**src/rtl/issue_scoreboard.sv**
```systemverilog
// Issue-stage RAW/WAW hazard scoreboard with per-class pending bits and one registered issue stage.
// Latency: 1 cycle from accepted instruction to out_valid; writeback clears bypass combinationally.
// Backpressure: in_ready drops on hazard, on a full inflight budget, on flush, or while the output is held.
module issue_scoreboard #(
  parameter int REG_COUNT    = 32,
  parameter int NUM_WB       = 2,
  parameter int MAX_INFLIGHT = 16,
  parameter int PAYLOAD_W    = 64,
  localparam int IDX_W       = $clog2(REG_COUNT),
  localparam int CNT_W       = $clog2(MAX_INFLIGHT + 1)
) (
  input  logic                    clk,
  input  logic                    rst_n,
  input  logic                    in_valid,
  output logic                    in_ready,
  input  logic [IDX_W-1:0]        in_rs1,
  input  logic [IDX_W-1:0]        in_rs2,
  input  logic [IDX_W-1:0]        in_rd,
  input  logic                    in_uses_rs1,
  input  logic                    in_uses_rs2,
  input  logic                    in_uses_rd,
  input  logic [1:0]              in_rs1_class,
  input  logic [1:0]              in_rs2_class,
  input  logic [1:0]              in_rd_class,
  input  logic [PAYLOAD_W-1:0]    in_payload,
  output logic                    out_valid,
  input  logic                    out_ready,
  output logic [PAYLOAD_W-1:0]    out_payload,
  output logic [IDX_W-1:0]        out_rd,
  output logic [1:0]              out_rd_class,
  output logic                    out_uses_rd,
  input  logic [NUM_WB-1:0]       wb_valid,
  input  logic [NUM_WB*IDX_W-1:0] wb_idx,
  input  logic [NUM_WB*2-1:0]     wb_class,
  input  logic                    flush,
  output logic [CNT_W-1:0]        inflight_cnt,
  output logic [31:0]             stall_cycles,
  output logic                    err_spurious_wb
);

  localparam logic [1:0] CLASS_SCALAR = 2'd0;
  localparam logic [1:0] CLASS_BAD    = 2'd3;

  logic [2:0][REG_COUNT-1:0] pending_q, pending_d, clr_mask, eff_pending, set_mask;
  logic [CNT_W-1:0]          inflight_q, inflight_d, dec_cnt, cnt_after;
  logic [31:0]               stall_q, stall_d;
  logic                      err_q, err_d, spur;
  logic                      out_valid_q, out_valid_d;
  logic [PAYLOAD_W-1:0]      out_payload_q, out_payload_d;
  logic [IDX_W-1:0]          out_rd_q, out_rd_d;
  logic [1:0]                out_rd_class_q, out_rd_class_d;
  logic                      out_uses_rd_q, out_uses_rd_d;
  logic                      raw, waw, full, hazard, out_free, fire, set_ok;

  // Class 3 has no register file, so nothing in it is ever pending.
  function automatic logic pend_at(input logic [2:0][REG_COUNT-1:0] p,
                                   input logic [1:0] c, input logic [IDX_W-1:0] i);
    return (c == CLASS_BAD) ? 1'b0 : p[c][i];
  endfunction

  // Writeback decode: clear mask, distinct-hit decrement count, spurious detection (x0 is ignored).
  always_comb begin
    clr_mask = '0;
    dec_cnt  = '0;
    spur     = 1'b0;
    for (int p = 0; p < NUM_WB; p++) begin
      logic [1:0]       c;
      logic [IDX_W-1:0] i;
      logic             live, dup;
      c    = wb_class[p*2 +: 2];
      i    = wb_idx[p*IDX_W +: IDX_W];
      live = wb_valid[p] && (c != CLASS_BAD) && !(c == CLASS_SCALAR && i == '0);
      dup  = 1'b0;
      for (int q = 0; q < p; q++) begin
        if (wb_valid[q] && wb_class[q*2 +: 2] == c && wb_idx[q*IDX_W +: IDX_W] == i)
          dup = 1'b1;
      end
      if (live) begin
        clr_mask[c][i] = 1'b1;
        if (pending_q[c][i]) begin
          if (!dup) dec_cnt = dec_cnt + CNT_W'(1);
        end else begin
          spur = 1'b1;
        end
      end
    end
  end

  // Hazard evaluation against pending state with same-cycle writebacks already removed.
  always_comb begin
    eff_pending = pending_q & ~clr_mask;
    cnt_after   = inflight_q - dec_cnt;
    raw      = (in_uses_rs1 && pend_at(eff_pending, in_rs1_class, in_rs1)) ||
               (in_uses_rs2 && pend_at(eff_pending, in_rs2_class, in_rs2));
    waw      = in_uses_rd && pend_at(eff_pending, in_rd_class, in_rd);
    full     = in_uses_rd && (cnt_after == CNT_W'(MAX_INFLIGHT));
    hazard   = raw || waw || full;
    out_free = !out_valid_q || out_ready;
    in_ready = !hazard && out_free && !flush;
    fire     = in_valid && in_ready;
    set_ok   = fire && in_uses_rd && (in_rd_class != CLASS_BAD) &&
               !(in_rd_class == CLASS_SCALAR && in_rd == '0);
    set_mask = '0;
    if (set_ok) set_mask[in_rd_class][in_rd] = 1'b1;
  end

  // Next-state for pending bits, counters, error flag and the issue register.
  always_comb begin
    pending_d      = flush ? '0 : (eff_pending | set_mask);
    inflight_d     = flush ? '0 : (cnt_after + (set_ok ? CNT_W'(1) : CNT_W'(0)));
    stall_d        = (in_valid && hazard && stall_q != 32'hFFFF_FFFF) ? stall_q + 32'd1 : stall_q;
    err_d          = err_q || (spur && !flush);
    out_valid_d    = out_valid_q;
    out_payload_d  = out_payload_q;
    out_rd_d       = out_rd_q;
    out_rd_class_d = out_rd_class_q;
    out_uses_rd_d  = out_uses_rd_q;
    if (fire) begin
      out_valid_d    = 1'b1;
      out_payload_d  = in_payload;
      out_rd_d       = in_rd;
      out_rd_class_d = in_rd_class;
      out_uses_rd_d  = in_uses_rd;
    end else if (out_ready || flush) begin
      out_valid_d    = 1'b0;
    end
  end

  // State registers.
  always_ff @(posedge clk or negedge rst_n) begin
    if (!rst_n) begin
      pending_q      <= '0;
      inflight_q     <= '0;
      stall_q        <= '0;
      err_q          <= 1'b0;
      out_valid_q    <= 1'b0;
      out_payload_q  <= '0;
      out_rd_q       <= '0;
      out_rd_class_q <= '0;
      out_uses_rd_q  <= 1'b0;
    end else begin
      pending_q      <= pending_d;
      inflight_q     <= inflight_d;
      stall_q        <= stall_d;
      err_q          <= err_d;
      out_valid_q    <= out_valid_d;
      out_payload_q  <= out_payload_d;
      out_rd_q       <= out_rd_d;
      out_rd_class_q <= out_rd_class_d;
      out_uses_rd_q  <= out_uses_rd_d;
    end
  end

  assign out_valid       = out_valid_q;
  assign out_payload     = out_payload_q;
  assign out_rd          = out_rd_q;
  assign out_rd_class    = out_rd_class_q;
  assign out_uses_rd     = out_uses_rd_q;
  assign inflight_cnt    = inflight_q;
  assign stall_cycles    = stall_q;
  assign err_spurious_wb = err_q;

endmodule

```
**config.mk**
```make
export PLATFORM = sky130hd
export DESIGN_NAME = issue_scoreboard
export DESIGN_NICKNAME = d
export VERILOG_FILES = /design/src/rtl/issue_scoreboard.sv
export SDC_FILE = /design/constraint.sdc
export NUM_CORES = 1
export LEC_CHECK = 0
export CAP_MARGIN = 20
export CORE_MARGIN = 1.5
export CORE_UTILIZATION = 45
export CTS_CLUSTER_SIZE = 14
export DETAILED_ROUTE_END_ITERATION = 7
export GPL_TIMING_DRIVEN = 0
export HOLD_SLACK_MARGIN = 0.05
export PLACE_DENSITY_LB_ADDON = 0.1
export SETUP_SLACK_MARGIN = 0.4
export SLEW_MARGIN = 10
export SYNTH_ARGS = -nofsm -noshare
export SYNTH_HDL_FRONTEND = slang
export SYNTH_SLANG_ARGS = --single-unit
```
**constraint.sdc**
```tcl
create_clock -name clk -period 29.5 [get_ports clk]
set_input_delay 8.85 -clock clk [delete_from_list [all_inputs] [get_ports clk]]
set_output_delay 8.85 -clock clk [all_outputs]
set_load 0.02 [all_outputs]
```
# Word level (Yosys, flattened, before mapping)
# Index checks and enable logic that the tools add are counted.
dict set report classes {
  addsub 4
  order_cmp 16
  eq_ne 10
  muxes 53
  n_bitwise 4
  reduce_logical 47
}
# op n
set op_table {}
lappend op_table {{$mux 96} 4}
lappend op_table {{$bmux 32 s2} 5}
lappend op_table {{$mux 32} 8}
lappend op_table {{$demux 32 s2} 3}
lappend op_table {{$or 96x96->96} 2}
lappend op_table {{$and 96x96->96} 1}
lappend op_table {{$not 96->96} 1}
lappend op_table {{$add 32x1->32 const B} 1}
lappend op_table {{$ne 32x32->1 const B} 1}
lappend op_table {{$lt 5x6->1 const B} 5}
lappend op_table {{$logic_and 1x1->1} 28}
lappend op_table {{$bmux 1 s5} 5}
lappend op_table {{$mux 5} 5}
lappend op_table {{$mux 1} 20}
lappend op_table {{$demux 1 s5} 3}
lappend op_table {{$ge 5x1->1 const B} 3}
lappend op_table {{$logic_not 5->1} 3}
lappend op_table {{$lt 2x3->1 const B} 5}
lappend op_table {{$eq 2x2->1 const B} 3}
lappend op_table {{$ge 2x1->1 const B} 3}
lappend op_table {{$logic_not 1->1} 6}
lappend op_table {{$logic_not 2->1} 3}
lappend op_table {{$logic_or 1x1->1} 6}
lappend op_table {{$ne 2x2->1 const B} 3}
lappend op_table {{7 further kinds} 7}
dict set report totals {
  register_bits 207
  input_bits 109
  wordCells 145
}

# Longest topological paths before layout
# Gate-level depths: netlist of the first run.
dict set report logic_depth {
  word_depth 30
  depth_mapped 33
  depth_no_buf 26
}

# Worst setup path before layout of the first run
# OpenSTA, ideal clock, no wires.
dict set report synth_path {
  path_type {input -> output}
  from {input port wb_class[1]}
  to {output port in_ready}
  arrival_time_ps 13449
  t_required_ps 20650
  setup_slack_ps 7201
  cell_stages 20
  path_buffers 4
  cell_sequence {buf_2 > buf_2 > buf_1 > buf_1 > mux2i_1 > o21ai_0 > o211ai_1 > nand3_1 > a311oi_1 > o22ai_1 > nor2b_1 > ha_1 > mux2_2 > ha_1 > fa_1 > xor2_1 > nor2_1 > nand2_1 > o31ai_1 > nor4b_1}
}
dict set report synth_via {
  elab_chain_cells 21
  word_cells_on_any_way 57
  classes_between {add/sub (2); order compare (2); eq/ne (3); mux (29); bitwise (3); reduce/logical (18)}
}
# element line_no
set synth_rtl {}
lappend synth_rtl {{start, declared} 34} ;# input logic [NUM_WB*2-1:0] wb_class,
lappend synth_rtl {{branches (longest 17 deep; another with $add 5x1->5)} n/a}
lappend synth_rtl {{$logic_or 1x1->1 *} 97} ;# hazard = raw || waw || full;
lappend synth_rtl {{$logic_not 1->1 *} 99} ;# in_ready = !hazard && out_free && !flush;
lappend synth_rtl {{$logic_and 1x1->1 * (2 in series)} 99}
lappend synth_rtl {{end, declared} 15} ;# output logic in_ready,
# Every way passes the cells marked *. The select of a mux whose other input is x is not followed.

# Worst setup path after layout of the first run
dict set report layout_path {
  from {input port wb_class[2]}
  to {output port in_ready}
}
dict set report layout_via {
  elab_chain_cells 20
  word_cells_on_any_way 53
  classes_between {add/sub (1); order compare (2); eq/ne (3); mux (26); bitwise (3); reduce/logical (18)}
}
# element line_no
set layout_rtl {}
lappend layout_rtl {{$lt 2x3->1 (not written as such) or $ge 2x1->1 (tied branches)} 79} ;# clr_mask[c][i] = 1'b1;
lappend layout_rtl {{$logic_and 1x1->1 (not written as such)} 79}
lappend layout_rtl {{$mux 32 (not written as such)} 79}
lappend layout_rtl {{$demux 32 s2} 79}
lappend layout_rtl {{$or 96x96->96 (no line)} n/a}
lappend layout_rtl {{$mux 96} 78} ;# if (live) begin
lappend layout_rtl {{$not 96->96} 91} ;# eff_pending = pending_q & ~clr_mask;
lappend layout_rtl {{$and 96x96->96} 91}
lappend layout_rtl {{(+3 left out)} n/a}
lappend layout_rtl {{$mux 1 (not written as such)} 58} ;# return (c == CLASS_BAD) ? 1'b0 : p[c][i];
lappend layout_rtl {{$mux 1} 58}
lappend layout_rtl {{$logic_and 1x1->1, on equally long branches} {93, 94}}
lappend layout_rtl {{$logic_or 1x1->1} 93} ;# raw = (in_uses_rs1 && pend_at(eff_pending, in_rs1_class, in_rs1)) ||
lappend layout_rtl {{$logic_or 1x1->1} 97}
lappend layout_rtl {{$logic_or 1x1->1 *} 97}
lappend layout_rtl {{$logic_not 1->1 *} 99}
lappend layout_rtl {{$logic_and 1x1->1 * (2 in series)} 99}
# Mark *: on every way between the ends. The rest lies on a longest branch, timed or not. The select of a mux whose other input is x is not followed.

==> impl_metrics.sql, run 1 <==
INSERT INTO impl_metrics (metric_group, metric, value, unit) VALUES
('outcome', 'outcome', 'finished, violations left', ''),
('outcome', 'violated_checks', 'DRC', ''),
('global_route', 'first_global_vias', '15895', ''),
('synth', 'syn-cell-area', '0.0155', 'mm2'),
('power_and_ir_drop', 'ir_drop', '0.0000486', 'V'),
('finish', 'flow.area_growth_from_synthesis', '22.8', '%'),
('finish', 'area.sequential', '0.00518', 'mm2'),
('detailed_routing', 'ant_nets', '0', ''),
('sta', 'timing.final.max_slew_violations', '0', ''),
('sta', 'report.final.hold_viol_count', '0', ''),
('sta', 'fin_crit_sh', '83.5', '%'),
('finish', 'layout.filler_cells', '3073', ''),
('synth', 'synthesized_flop_and_latch_total', '207', ''),
('clock_network', 'cts_tree', 'built', ''),
('global_route', 'initial_antenna_violation_count', '1', ''),
('synth', 'synth_area_per_cell', '9.37', 'um2'),
('global_route', 'grt_first_pass_wirelength', '106000', 'um'),
('sta', 'setup_viol', '0', ''),
('global_route', 'grt_remaining_overflow', '0', ''),
('global_route', 'maximum_number_of_pins_on_one_net_before_global_route_repair', '109', ''),
('synth', 'yosys.area_share.xor_xnor', '2.49', '%'),
('detailed_routing', 'route.detailed.wl_per_inst', '30.8', 'um'),
('global_route', 'busiest_layer', 'met2', ''),
('sta', 'setup_tns', '0', 'ns'),
('clock_network', 'ctsHoldBuffers', '0', ''),
('synth', 'synth-simple-area-share', '18.4', '%'),
('worst_setup_path', 'critPathRequiredTime', '20.65', 'ns'),
('clock_network', 'max-clock-path-buffers', '3', ''),
('synth', 'yosys_warnings', '0', ''),
('worst_setup_path', 'end_kind', 'primary output', ''),
('sta', 'finalCriticalPeriod', '24.64', 'ns'),
('synth', 'synth.distinct_cells', '80', ''),
('clock_network', 'tritoncts_num_sinks', '207', ''),
('finish', 'multi_input_area', '0.00944', 'mm2'),
('global_route', 'met1_usage', '48.8', '%'),
('worst_setup_path', 'start_kind', 'input port', ''),
('clock_network', 'clk_pin_slew', '0.06', 'ns'),
('clock_network', 'postCtsResizedCells', '0', ''),
('detailed_routing', 'route.vias.total', '16329', ''),
('detailed_routing', 'detail_route.iter0.violations', '1950', ''),
('global_route', 'total_global_routing_track_utilization', '40.2', '%'),
('synth', 'synth.net_count', '1771', ''),
('placement', 'place.port_buffers', '215', ''),
('sta', 'rsz0062_at_grt', 'no', ''),
('sta', 'worst_slew_pin_slew', '1.10', 'ns'),
('synth', 'ys_async_sr_fraction', '100', '%'),
('worst_setup_path', 'path_cells', 'clkdlybuf4s50_1 -> buf_2 -> nor2b_1 -> clkbuf_1 -> clkbuf_1 -> clkbuf_1 -> a21oi_1 -> a21oi_1 -> a21oi_1 -> a211oi_1 -> o211ai_1 -> nor2_1 -> mux2_2 -> ha_1 -> fa_1 -> xor2_1 -> nor2_1 -> nand2_1 -> o31ai_1 -> nor4b_1 -> clkdlybuf4s50_1', ''),
('placement', 'dp.final_hpwl', '58300', 'um'),
('floorplanning', 'fp.dieH', '189', 'um'),
('detailed_routing', 'postRouteWirelength', '72800', 'um'),
('clock_network', 'insertion_delay', '0.52', 'ns'),
('worst_setup_path', 'worst_path_class_setup', 'in -> out', ''),
('floorplanning', 'start_util', '46.0', '%'),
('power_and_ir_drop', 'p_leak', '7.12', 'nW'),
('floorplanning', 'die_extent_in_x', '189', 'um'),
('synth', 'synth_compound_gate_area_share', '25.6', '%'),
('finish', 'design.final.nets', '2015', ''),
('synth', 'synth_fa_ha_area_share', '0.613', '%'),
('detailed_routing', 'route.detailed.drc', '3', ''),
('synth', 'synth_ff_type', 'dfrtp_1', ''),
('floorplanning', 'core_area', '0.0337', 'mm2'),
('global_route', 'groute.layer.met3.usage', '10.9', '%'),
('synth', 'muxShareOfSynthArea', '13.8', '%'),
('finish', 'final_common_cell', 'clkdlybuf4s50_1', ''),
('job', 'cap_viol_max_count', '0', ''),
('floorplanning', 'std_cell_rows', '67', ''),
('synth', 'synth_top_family_by_area', 'compound AO/OA/AOI/OAI gates', ''),
('sta', 'worst_hold_slack', '0.480', 'ns'),
('detailed_routing', 'drt-pass1-iter-count', '8', ''),
('worst_setup_path', 'critPathSlowestCell', 'a211oi_1', ''),
('synth', 'synth-edff-count', '0', '');
## layout make-up
class / instances / share of cell area [%]
Buffer: 163 / 3.90
Clock buffer: 30 / 3.32
Clock inverter: 9 / 0.651
Inverter: 41 / 0.808
Multi-Input combinational cell: 1244 / 49.6
Sequential cell: 207 / 27.2
Tap cell: 448 / 2.94
Timing Repair Buffer: 219 / 11.6
## sequential cells by signal, indices dropped and copies added (netlist names)
name	flops
out_payload	64
err_spurious_wb	1
out_rd_class	2
out_rd	5
out_valid	1
stall_cycles	32
inflight_cnt	5
out_uses_rd	1
pending_q	96
## metal layers
metal | share of wire (%) | routed length [um]
met1 | 37 | 27300
met4 | 6.7 | 4870
met2 | 45 | 32500
met5 | 0 | 0
met3 | 11 | 8180
## per-stage QoR
| stage | area (um2) | utilization (%) | setup WS, ns | cells | total power, mW |
|---|---|---|---|---|---|
| floorplan | 15500 | - | 7.20 | 1655 | 0.508 |
| global placement | 18200 | 54.1 | 4.83 | 2318 | 0.657 |
| detailed placement | 18300 | 54.3 | 5.09 | 2322 | 0.662 |
| CTS | 19000 | 56.5 | 5.07 | 2361 | 0.956 |
| global route | 19000 | 56.5 | 4.65 | 2361 | 0.988 |
| finish | 19000 | 56.5 | 4.86 | 2361 | 0.957 |
## cells by family (layout without fill, tap and decap cells)
kind of cell	count (synthesis)	count (layout)
xor gates and xnor gates	44	44
adders and majority gates	7	7
muxes	185	185
DFF	207	207
and+or+nand+nor	528	528
buffers and inverters	204	462
AOI/OAI and AO/OA	480	480
## final timing paths
path,start,cells past startpoint,endpoint,slack [ns]
setup reg to reg,pending_q[70]$_DFF_PN0_,28,inflight_cnt[4]$_DFF_PN0_,22.34
max in group asynchronous,rst_n,2,pending_q[57]$_DFF_PN0_,20.18
hold / removal,err_spurious_wb$_DFF_PN0_,1,err_spurious_wb$_DFF_PN0_,0.48
setup / recovery,wb_class[2],21,in_ready,4.86
hold reg to reg,err_spurious_wb$_DFF_PN0_,1,err_spurious_wb$_DFF_PN0_,0.48
min in group asynchronous,rst_n,1,out_payload[32]$_DFFE_PN0P_,8.32
## synth_stat cells (all sizes together) (7+ instances only)
master | n | area, um2
a2111oi | 9 | 78.8
a211oi | 27 | 203
a21oi | 51 | 255
a221o | 7 | 70.1
a221oi | 9 | 85.1
a311oi | 10 | 87.6
a31oi | 11 | 68.8
and3 | 15 | 93.8
buf | 63 | 368
clkbuf | 100 | 375
dfrtp | 207 | 5180
inv | 39 | 146
mux2 | 86 | 968
mux2i | 85 | 851
mux4 | 14 | 315
nand2 | 100 | 375
nand2b | 18 | 113
nand3 | 38 | 190
nand3b | 8 | 60.1
nand4 | 16 | 100
nand4b | 12 | 118
nand4bb | 19 | 214
nor2 | 130 | 488
nor2b | 14 | 87.6
nor3 | 56 | 280
nor3b | 13 | 97.6
nor4 | 19 | 119
o211ai | 18 | 135
o21ai | 86 | 430
o221ai | 73 | 693
o22ai | 114 | 1280
o31ai | 7 | 52.6
o32ai | 9 | 78.8
or2 | 25 | 156
or3 | 17 | 106
or4 | 7 | 52.6
or4b | 10 | 104
xnor2 | 7 | 61.3
xor2 | 37 | 324
## power breakdown
| group | switching (mW) | internal, mW |
|---|---|---|
| logic | 0.169 | 0.138 |
| registers | 0.0275 | 0.327 |
| clock network | 0.120 | 0.176 |
## critical path: cells and delay by family
kind                     cells  cell delay, ns
AO/OA/AOI/OAI                6            1.57
XOR/XNOR                     1            0.30
adder cells (fa/ha/maj)      2            0.67
buffers and inverters        6            3.11
multiplexers                 1            0.40
AND/OR/NAND/NOR              5            0.87
Power figures use the tool's default switching activity.
==> inputs of run 2 (changes only) <==
Clock period 29.5 ns to 24 ns, I/O delays scaled along.
==> results of run 2 <==
The final DEF is identical to that of run 1. Status: finished, violations left: DRC.
Main changes from that run: setup slack after placement 5.09 ns -> 2.89 ns; setup slack after layout 4.86 ns -> 2.66 ns; register-to-register setup slack 22.34 ns -> 16.84 ns; total power 0.957 mW -> 1.18 mW; worst IR drop on VDD 0.0000486 V -> 0.0000597 V
==> inputs of run 3 (changes only) <==
Settings changed: SKIP_CTS_REPAIR_TIMING from default to 1.
==> results of run 3 <==
The final DEF is identical to that of run 1. Status: finished, violations left: DRC.
Main changes from that run: setup slack after placement 5.09 ns -> 2.89 ns; setup slack after layout 4.86 ns -> 2.66 ns; register-to-register setup slack 22.34 ns -> 16.84 ns; total power 0.957 mW -> 1.18 mW; worst IR drop on VDD 0.0000486 V -> 0.0000597 V
